[src/rtl/cache_backend_arbiter.sv]
// cache_backend_arbiter
//   Shares one backend memory read port between NUM_REQ cache ways. Ways raise
//   a miss on their address stream. A round-robin arbiter picks one way, forwards
//   its tag to memory, and routes the line-fill beats back to that way. Only one
//   miss is in flight at a time.
//
// Ports
//   clk, rst                 clock, synchronous active-high reset
//   req_addr_tvalid/tdata    per-way miss requests (way i tag at [i*TAGS_WIDTH +: TAGS_WIDTH])
//   req_addr_tready          one-hot acceptance of the winning way (IDLE only)
//   req_data_tvalid/tready   per-way fill beat handshake (DATA only)
//   req_data_tdata           fill beat, broadcast to every way
//   mem_addr_*               memory read request stream
//   mem_data_*               memory fill beat stream
//   grant_id                 way that owns (or last owned) the backend port
//   busy                     high whenever a miss is being serviced
module cache_backend_arbiter #(
  parameter int NUM_REQ        = 4,
  parameter int TAGS_WIDTH     = 48,
  parameter int CACHE_SIZE     = 512,
  parameter int DATA_PORT_SIZE = 512,
  localparam int GRANT_W       = $clog2(NUM_REQ),
  localparam int BEATS         = CACHE_SIZE / DATA_PORT_SIZE,
  localparam int CNT_W         = $clog2(BEATS + 1)
) (
  input  logic                          clk,
  input  logic                          rst,
  input  logic [NUM_REQ-1:0]            req_addr_tvalid,
  input  logic [NUM_REQ*TAGS_WIDTH-1:0] req_addr_tdata,
  output logic [NUM_REQ-1:0]            req_addr_tready,
  output logic [NUM_REQ-1:0]            req_data_tvalid,
  output logic [DATA_PORT_SIZE-1:0]     req_data_tdata,
  input  logic [NUM_REQ-1:0]            req_data_tready,
  output logic                          mem_addr_tvalid,
  output logic [TAGS_WIDTH-1:0]         mem_addr_tdata,
  input  logic                          mem_addr_tready,
  input  logic                          mem_data_tvalid,
  input  logic [DATA_PORT_SIZE-1:0]     mem_data_tdata,
  output logic                          mem_data_tready,
  output logic [GRANT_W-1:0]            grant_id,
  output logic                          busy
);

  typedef enum logic [1:0] {IDLE, ADDR, DATA} state_e;

  state_e                  state_q, state_d;
  logic [GRANT_W-1:0]      last_grant_q, last_grant_d;
  logic [GRANT_W-1:0]      grant_id_q, grant_id_d;
  logic [CNT_W-1:0]        beat_cnt_q, beat_cnt_d;
  logic [TAGS_WIDTH-1:0]   tag_q, tag_d;

  logic                    found;
  logic [GRANT_W-1:0]      cand;
  logic [GRANT_W-1:0]      winner;
  logic                    beat_xfer;

  always_ff @(posedge clk) begin
    if (rst) begin
      state_q      <= IDLE;
      last_grant_q <= GRANT_W'(NUM_REQ - 1);
      grant_id_q   <= '0;
      beat_cnt_q   <= '0;
      tag_q        <= '0;
    end else begin
      state_q      <= state_d;
      last_grant_q <= last_grant_d;
      grant_id_q   <= grant_id_d;
      beat_cnt_q   <= beat_cnt_d;
      tag_q        <= tag_d;
    end
  end

  // Round-robin search starts just after the previous owner so every way
  // gets a turn before anyone is served twice.
  always_comb begin
    found  = 1'b0;
    cand   = '0;
    winner = '0;
    for (int k = 1; k <= NUM_REQ; k++) begin
      cand = GRANT_W'((int'(last_grant_q) + k) % NUM_REQ);
      if (!found && req_addr_tvalid[cand]) begin
        found  = 1'b1;
        winner = cand;
      end
    end
  end

  assign beat_xfer = mem_data_tvalid && req_data_tready[grant_id_q];

  always_comb begin
    state_d         = state_q;
    last_grant_d    = last_grant_q;
    grant_id_d      = grant_id_q;
    beat_cnt_d      = beat_cnt_q;
    tag_d           = tag_q;
    req_addr_tready = '0;
    req_data_tvalid = '0;
    req_data_tdata  = '0;
    mem_addr_tvalid = 1'b0;
    mem_addr_tdata  = '0;
    mem_data_tready = 1'b0;

    unique case (state_q)
      IDLE: begin
        if (found) begin
          req_addr_tready[winner] = 1'b1;
          tag_d      = req_addr_tdata[int'(winner)*TAGS_WIDTH +: TAGS_WIDTH];
          grant_id_d = winner;
          state_d    = ADDR;
        end
      end
      ADDR: begin
        mem_addr_tvalid = 1'b1;
        mem_addr_tdata  = tag_q;
        if (mem_addr_tready) begin
          beat_cnt_d = '0;
          state_d    = DATA;
        end
      end
      DATA: begin
        // Zero-latency pass-through: memory backpressure is exactly the
        // owning way's ready, so memory beats stall rather than drop.
        req_data_tvalid[grant_id_q] = mem_data_tvalid;
        req_data_tdata              = mem_data_tdata;
        mem_data_tready             = req_data_tready[grant_id_q];
        if (beat_xfer) begin
          beat_cnt_d = beat_cnt_q + 1'b1;
          if (beat_cnt_q == CNT_W'(BEATS - 1)) begin
            last_grant_d = grant_id_q;
            state_d      = IDLE;
          end
        end
      end
      default: state_d = IDLE;
    endcase
  end

  assign grant_id = grant_id_q;
  assign busy     = (state_q != IDLE);

endmodule

[config.mk]
export PLATFORM = sky130hd
export DESIGN_NAME = cache_backend_arbiter
export DESIGN_NICKNAME = d
export VERILOG_FILES = /design/src/rtl/cache_backend_arbiter.sv
export SDC_FILE = /design/constraint.sdc
export NUM_CORES = 1
export LEC_CHECK = 0
export CORE_AREA = 5 5 500 502
export CTS_BUF_LIST = sky130_fd_sc_hd__clkbuf_8
export DETAILED_ROUTE_END_ITERATION = 10
export DIE_AREA = 0 0 505 507
export PLACE_DENSITY = 0.3
export SLEW_MARGIN = 20
export SYNTH_ARGS = -nofsm -noshare
export SYNTH_HDL_FRONTEND = slang
export SYNTH_SLANG_ARGS = --single-unit
[constraint.sdc]
create_clock -name clk -period 5.47 [get_ports clk]
set_clock_uncertainty 0.05 [all_clocks]
set_input_delay 1.094 -clock clk [delete_from_list [all_inputs] [get_ports clk]]
set_output_delay 1.094 -clock clk [all_outputs]
set_load 0.01 [all_outputs]
==> results of run 1 <==
## synth_stat cells, drive strengths merged
master and number:
a21oi 4, a21o 1, and3 1, nor2b 2
a21boi 30, o21bai 29, clkbuf 88, xor2 1
nand3 3, o22ai 1, a31oi 2, inv 6
nand2b 2, or3 2, a211oi 30, buf 18
nor2 13, mux4 1, mux2i 38, nand3b 19
a211o 2, mux2 1, dfxtp 55, o221ai 19
or2 2, nand4b 1, nand2 69, and2 563
o21ai 2, nor3 2, a311oi 30, a31o 1
nor3b 2
## area by class of cell
class / instances / area (um^2) / share of cell area
clock inverters: 2 / 35.03 / 0.001434
repair buffers: 1327 / 13280 / 0.5436
well taps: 3220 / 4029 / 0.1649
inverters: 6 / 22.52 / 0.0009219
flip-flops and latches: 55 / 1101 / 0.04507
clock buffers: 6 / 82.58 / 0.003380
diodes: 28 / 70.07 / 0.002868
multi-input cells: 873 / 5809 / 0.2378
## worst reg2reg max path, cell delays in order, from the launching register on
cell and delay, ps:
dfxtp_1 580, mux2_4 360, a21oi_4 150, buf_4 390, and2_4 660, buf_12 320, mux2i_1 450, o221ai_1 180
## cells by family after synthesis
group,after synthesis,synth area share
muxes,40,0.05660
xor gates and xnor gates,1,0.001186
buffers and inverters,112,0.06948
AOI/OAI and AO/OA,151,0.1703
and+or+nand+nor,681,0.5533
DFF,55,0.1491
## layer usage
metal	track usage	wire (um)	part of all wire	vias to the layer above
met5	0	462	0.0022	-
met4	0.02470	4996	0.024	74
met3	0.1385	40210	0.19	344
met2	0.2546	94590	0.45	1129
met1	0.1541	71580	0.34	6451
li1	-	-	-	5868
## sequential cells by signal, indices dropped and copies added (netlist names)
register / cells
tag_q: 48
grant_id: 2
last_grant_q: 2
state_q: 2
beat_cnt_q: 1
## how the worst min path moves through the flow
stage	from	to	slack (ps)	cells past startpoint
global placement	tag_q[22]$_SDFFE_PP0P_	tag_q[22]$_SDFFE_PP0P_	430	2
global route	tag_q[42]$_SDFFE_PP0P_	tag_q[42]$_SDFFE_PP0P_	490	2
detailed placement	tag_q[23]$_SDFFE_PP0P_	tag_q[23]$_SDFFE_PP0P_	420	2
CTS	tag_q[21]$_SDFFE_PP0P_	tag_q[21]$_SDFFE_PP0P_	470	2
finish	tag_q[23]$_SDFFE_PP0P_	tag_q[23]$_SDFFE_PP0P_	470	2
floorplan	last_grant_q[0]$_SDFFE_PP1P_	last_grant_q[0]$_SDFFE_PP1P_	410	1
## power by group through the flow
| stage | Combinational [W] | Sequential, W | Clock [W] |
|---|---|---|---|
| CTS | 0.00182 | 0.000494 | 0.000391 |
| global placement | 0.00182 | 0.000502 | 0 |
| global route | 0.00188 | 0.000499 | 0.000384 |
| floorplan | 0.000448 | 0.000484 | 0 |
| finish | 0.00177 | 0.000493 | 0.000352 |
| detailed placement | 0.00181 | 0.000502 | 0 |
## stage by stage
step	power (W)	hold WS, ps	util
5_1_grt	0.002762	494.6	0.09959
6_report	0.002613	467.5	0.09980
4_1_cts	0.002706	471.8	0.09951
2_1_floorplan	0.0009317	408.3	-
3_5_place_dp	0.002309	423.8	0.09903
3_3_place_gp	0.002320	426.8	0.09903
==> results.cfg, run 1 <==
[worst_setup_path]
cp-end-kind = output pin
crit_top_cell = buf_12
cp-startpoint = state_q[1]$_SDFFE_PP0P_
required_ps = 4330
arrival_ps = 3380
reg2reg_depth = 7
cp_top_family = buffers and inverters
crit_chain = inv_1 > nor2_4 > buf_12 > buf_12 > and2_1 > clkdlybuf4s50_1
reg2reg_from = last_grant_q[1]$_SDFFE_PP1P_
slowest_stage = clkdlybuf4s50_1
crit_end = req_data_tdata[0]
rr_endpoint = tag_q[27]$_SDFFE_PP0P_
crit_cells = 6
r2r_setup_slack_ps = 2210
critical_path.max_fanout = 57
critPathMaxStageDelay_ps = 960
start_kind = flip-flop
path_class = flip-flop to output pin
crit_buf_inv = 4

[sta]
setup_ws_ps = 945.3
maxSlewViolCount = 0
rsz0062_at_grt = false
slew_headroom = 0.4008
tightest_slew_ps = 896.7
finalHoldViolCount = 0
period_share = 0.8272
setup_tns_ps = 0
fin_crit_ps = 4525
max_freq_mhz = 221.0
finalSetupViolations = 0

[logic_synthesis]
synth-seq-area-share = 0.1491
synth_area_per_cell_um2 = 7.099
yosysTopAreaCell = and2_1
synthesis.nets = 1756
synth_cells = 1040
yosys_warnings = 0
syn_area_um2 = 7383
synth.area.top_cells = and2_1 (48%), dfxtp_1 (15%), mux2i_1 (5.2%)
synth.distinct_cells = 42
ys_seq_elements = 55
synthDominantCellAreaShare = 0.4770

[die]
row_count = 182
dieHeight_um = 507
dieArea_um2 = 256000
fp.coreArea_um2 = 244800
die_x_um = 505
pin_count = 1289
start_util = 0.03016

[power_and_ir_drop]
seqPwrFrac = 0.189
p_per_area_nw_per_um2 = 106.9
internal_power_w = 0.001489
p_switching_w = 0.001124
leakage_nw = 8.032
max-vdd-ir-drop_mv = 0.08357
pwr-share-comb = 0.677
p_sw_frac = 0.4302
clkPwrFrac = 0.135

[clocking]
post-cts-setup-buffer-count = 0
numCtsBuffers = 5
cts_root_buffer = clkbuf_8
insertion_delay_ps = 390
cts_resized = 0
clk_pin_slew_ps = 140
cts.sinks = 55
hold_buffers = 0
htree_num_levels = 2
cts_max_path_buffers = 2
cts_tree = yes

[global_routing]
antenna_found_initial = 195
grt_pass1_vias = 14000
overflow = 0
grt_max_degree = 70
grt_usage = 0.1573
grt_first_pass_wirelength_mm = 243.7

[routing]
first_iter_violations = 826
wire_per_inst_um = 38.40
vias_per_cell = 2.513
first_pass_iters = 5
dr_total_vias = 13870
antenna_left = 0
wl_mm = 211.8
drcViolationCount = 0

[min_path]
hp-class = flip-flop to flip-flop

[final_layout]
final_cell_mix = clkdlybuf4s50_1 (1,287), and2_1 (562), nand2_1 (68)
fin_area_um2 = 24430
n_fill_cell = 28470
fin_cells = 5517
areaGrowthSynthToFinish_pct = 230.9
layout_commonest_cell = clkdlybuf4s50_1
final_nets = 2984
layout-drive-gt1-share = 0.02997

[status]
status = completed

[placed_design]
gp_congestion = 0.9985
dp.cells = 5481
placed_cell_area_um2 = 24240
post-place-ws_ps = 1012
dp_hpwl_mm = 197.7
portBuffers = 1288

[flow_run]
drv_cap = 0
Power figures use the tool's default switching activity.
==> run 2, diff against run 1 <==
--- a/config.mk
+++ b/config.mk
@@ -5,10 +5,10 @@
 export SDC_FILE = /design/constraint.sdc
 export NUM_CORES = 1
 export LEC_CHECK = 0
-export CORE_AREA = 5 5 500 502
+export CORE_AREA = 5 5 501 503
 export CTS_BUF_LIST = sky130_fd_sc_hd__clkbuf_8
 export DETAILED_ROUTE_END_ITERATION = 10
-export DIE_AREA = 0 0 505 507
+export DIE_AREA = 0 0 506 508
 export PLACE_DENSITY = 0.3
 export SLEW_MARGIN = 20
 export SYNTH_ARGS = -nofsm -noshare
==> constraint.sdc (replaced) <==
create_clock -name clk -period 4 [get_ports clk]
set_clock_uncertainty 0.05 [all_clocks]
set_input_delay 0.8 -clock clk [delete_from_list [all_inputs] [get_ports clk]]
set_output_delay 0.8 -clock clk [all_outputs]
set_load 0.01 [all_outputs]
==> run 2 against run 1 <==
  * Worst setup slack worse by 780 ps
  * Sequential share of layout area about the same
  * Clock power up 17%
  * Worst hold slack better by 2.7 ps
  * Die area grew 0.40%
  * Critical endpoint is now req_addr_tready[2]
  * Clock-buffer cell count is 1 lower
  * Global-route usage is essentially flat
  * Final area rose by 1.1%
  * Critical path depth unchanged
  * Combinational power is 36% higher
  * Non-clock buffer count is 8 higher
==> results.cfg, run 2 (synthesized netlist as in run 1, its figures left out) <==
[routing]
wire_per_inst_um = 38.51
first_iter_violations = 710
antenna_left = 0
wl_mm = 213.0
dr_total_vias = 13920
vias_per_cell = 2.517
drcViolationCount = 0
first_pass_iters = 4

[min_path]
min-delay-start = tag_q[46]$_SDFFE_PP0P_
hp-class = flip-flop to flip-flop

[die]
pin_count = 1289
die_x_um = 506
dieHeight_um = 508
dieArea_um2 = 257000
start_util = 0.03008
row_count = 182
fp.coreArea_um2 = 245500

[final_layout]
fin_area_um2 = 24700
multi_input_area_um2 = 5813
seqCellArea_um2 = 1101
final_cell_mix = clkdlybuf4s50_1 (1,228), and2_1 (562), nand2_1 (68)
final_nets = 2992
layout-drive-gt1-share = 0.05885
largest_reg_flops = 48
final_core_util = 0.1006
layout_commonest_cell = clkdlybuf4s50_1
areaGrowthSynthToFinish_pct = 234.6
n_fill_cell = 28670
top_register = tag_q

[clocking]
insertion_delay_ps = 380
clk_pin_slew_ps = 140
cts_root_buffer = clkbuf_8
cts_tree = yes
cts.sinks = 55
numCtsBuffers = 5
htree_num_levels = 2
hold_buffers = 0
cts_max_path_buffers = 2

[status]
status = completed

[sta]
setup_tns_ps = 0
fin_crit_ps = 3830
finalHoldViolCount = 0
max_freq_mhz = 261.1
maxSlewViolCount = 0
rsz0062_at_grt = false
slew_headroom = 0.4563
tightest_slew_ps = 812.6
finalSetupViolations = 0
period_share = 0.9576

[worst_setup_path]
path_class = input port to output pin
critPathMaxStageDelay_ps = 590
reg2reg_from = last_grant_q[1]$_SDFFE_PP1P_
arrival_ps = 2980
required_ps = 3150
r2r_setup_slack_ps = 1330
cp-end-kind = output pin
start_kind = input port
cp-startpoint = req_addr_tvalid[1]
critical_path.max_fanout = 6
crit_chain = clkdlybuf4s50_1 > nor2_1 > o22ai_1 > or2_1 > nor2_1 > clkdlybuf4s50_1
slowest_stage = clkdlybuf4s50_1

[power_and_ir_drop]
leakage_nw = 8.311
max-vdd-ir-drop_mv = 0.1325
p_per_area_nw_per_um2 = 141.2

[global_routing]
grt_pass1_vias = 14150
grt_max_degree = 56
grt_usage = 0.1577
grt_first_pass_wirelength_mm = 245.5
antenna_found_initial = 216
overflow = 0

[placed_design]
gp_congestion = 0.9720
dp_hpwl_mm = 200.3
portBuffers = 1288
placed_cell_area_um2 = 24480

[flow_run]
drv_cap = 0
## run 2: changes by cell type in the layout (fill, tap and decap cells not counted), moves of 2 or more
cell             before   now
clkdlybuf4s50_1    1287  1228
diode_2              28    35
buf_4                31    66
dlymetal6s2s_1        0     3
or3_1                 2     0
buf_12                8    36
or3_2                 0     2
## run 2: critical path: cells and delay by family
kind / cells / cell delay, ps
buffers and inverters: 2 / 1130
AO/OA/AOI/OAI: 1 / 160
AND/OR/NAND/NOR: 3 / 880
## run 2: metrics by stage
step / setup slack, ps / power [W] / hold slack (ps) / std cells
after detailed placement: 98.91 / 0.003146 / 437.5 / 5486
after CTS: 92.41 / 0.003603 / 472.6 / 5494
after floorplan: 1174 / 0.001274 / 408.3 / 1040
final: 169.5 / 0.003487 / 470.2 / 5532
after global routing: 114.1 / 0.003704 / 499.7 / 5506
after global placement: 102.9 / 0.003159 / 431.0 / 5486
## run 2: cell type report
type | count | area share
Clock inverter | 3 | 0.0008104
Antenna cell | 35 | 0.003545
Multi-Input combinational cell | 873 | 0.2353
Sequential cell | 55 | 0.04457
Timing Repair Buffer | 1335 | 0.5490
Clock buffer | 5 | 0.002786
Inverter | 6 | 0.0009117
Tap cell | 3220 | 0.1631
## run 2: per-layer routing
layer / wire, um / vias to the layer above / part of all wire / GRT usage
met3: 38410 / 384 / 0.18 / 0.1290
li1: - / 5906 / - / -
met1: 67950 / 6406 / 0.32 / 0.1473
met2: 101800 / 1139 / 0.48 / 0.2747
met4: 4296 / 88 / 0.020 / 0.01871
met5: 564 / - / 0.0026 / 0
## run 2: power by group
| part | leakage (nW) | internal [W] | switching [W] | total (W) |
|---|---|---|---|---|
| clock | 0.0462 | 0.000126 | 0.000288 | 0.000413 |
| sequential | 0.456 | 0.000623 | 0.0000534 | 0.000676 |
| combinational | 7.81 | 0.00123 | 0.00116 | 0.00240 |
| total | 8.31 | 0.00198 | 0.00150 | 0.00349 |
## run 2: timing repair
item	in CTS	in global routing
endpoints found under the setup margin	0	6
buffers inserted	0	3
resized for setup	0	4
## run 2: final timing paths
check | to | cells past startpoint
worst max-delay path | req_addr_tready[2] | 6
worst min-delay path | tag_q[46]$_SDFFE_PP0P_ | 2
worst max register to register | tag_q[21]$_SDFFE_PP0P_ | 7
worst min register to register | tag_q[46]$_SDFFE_PP0P_ | 2
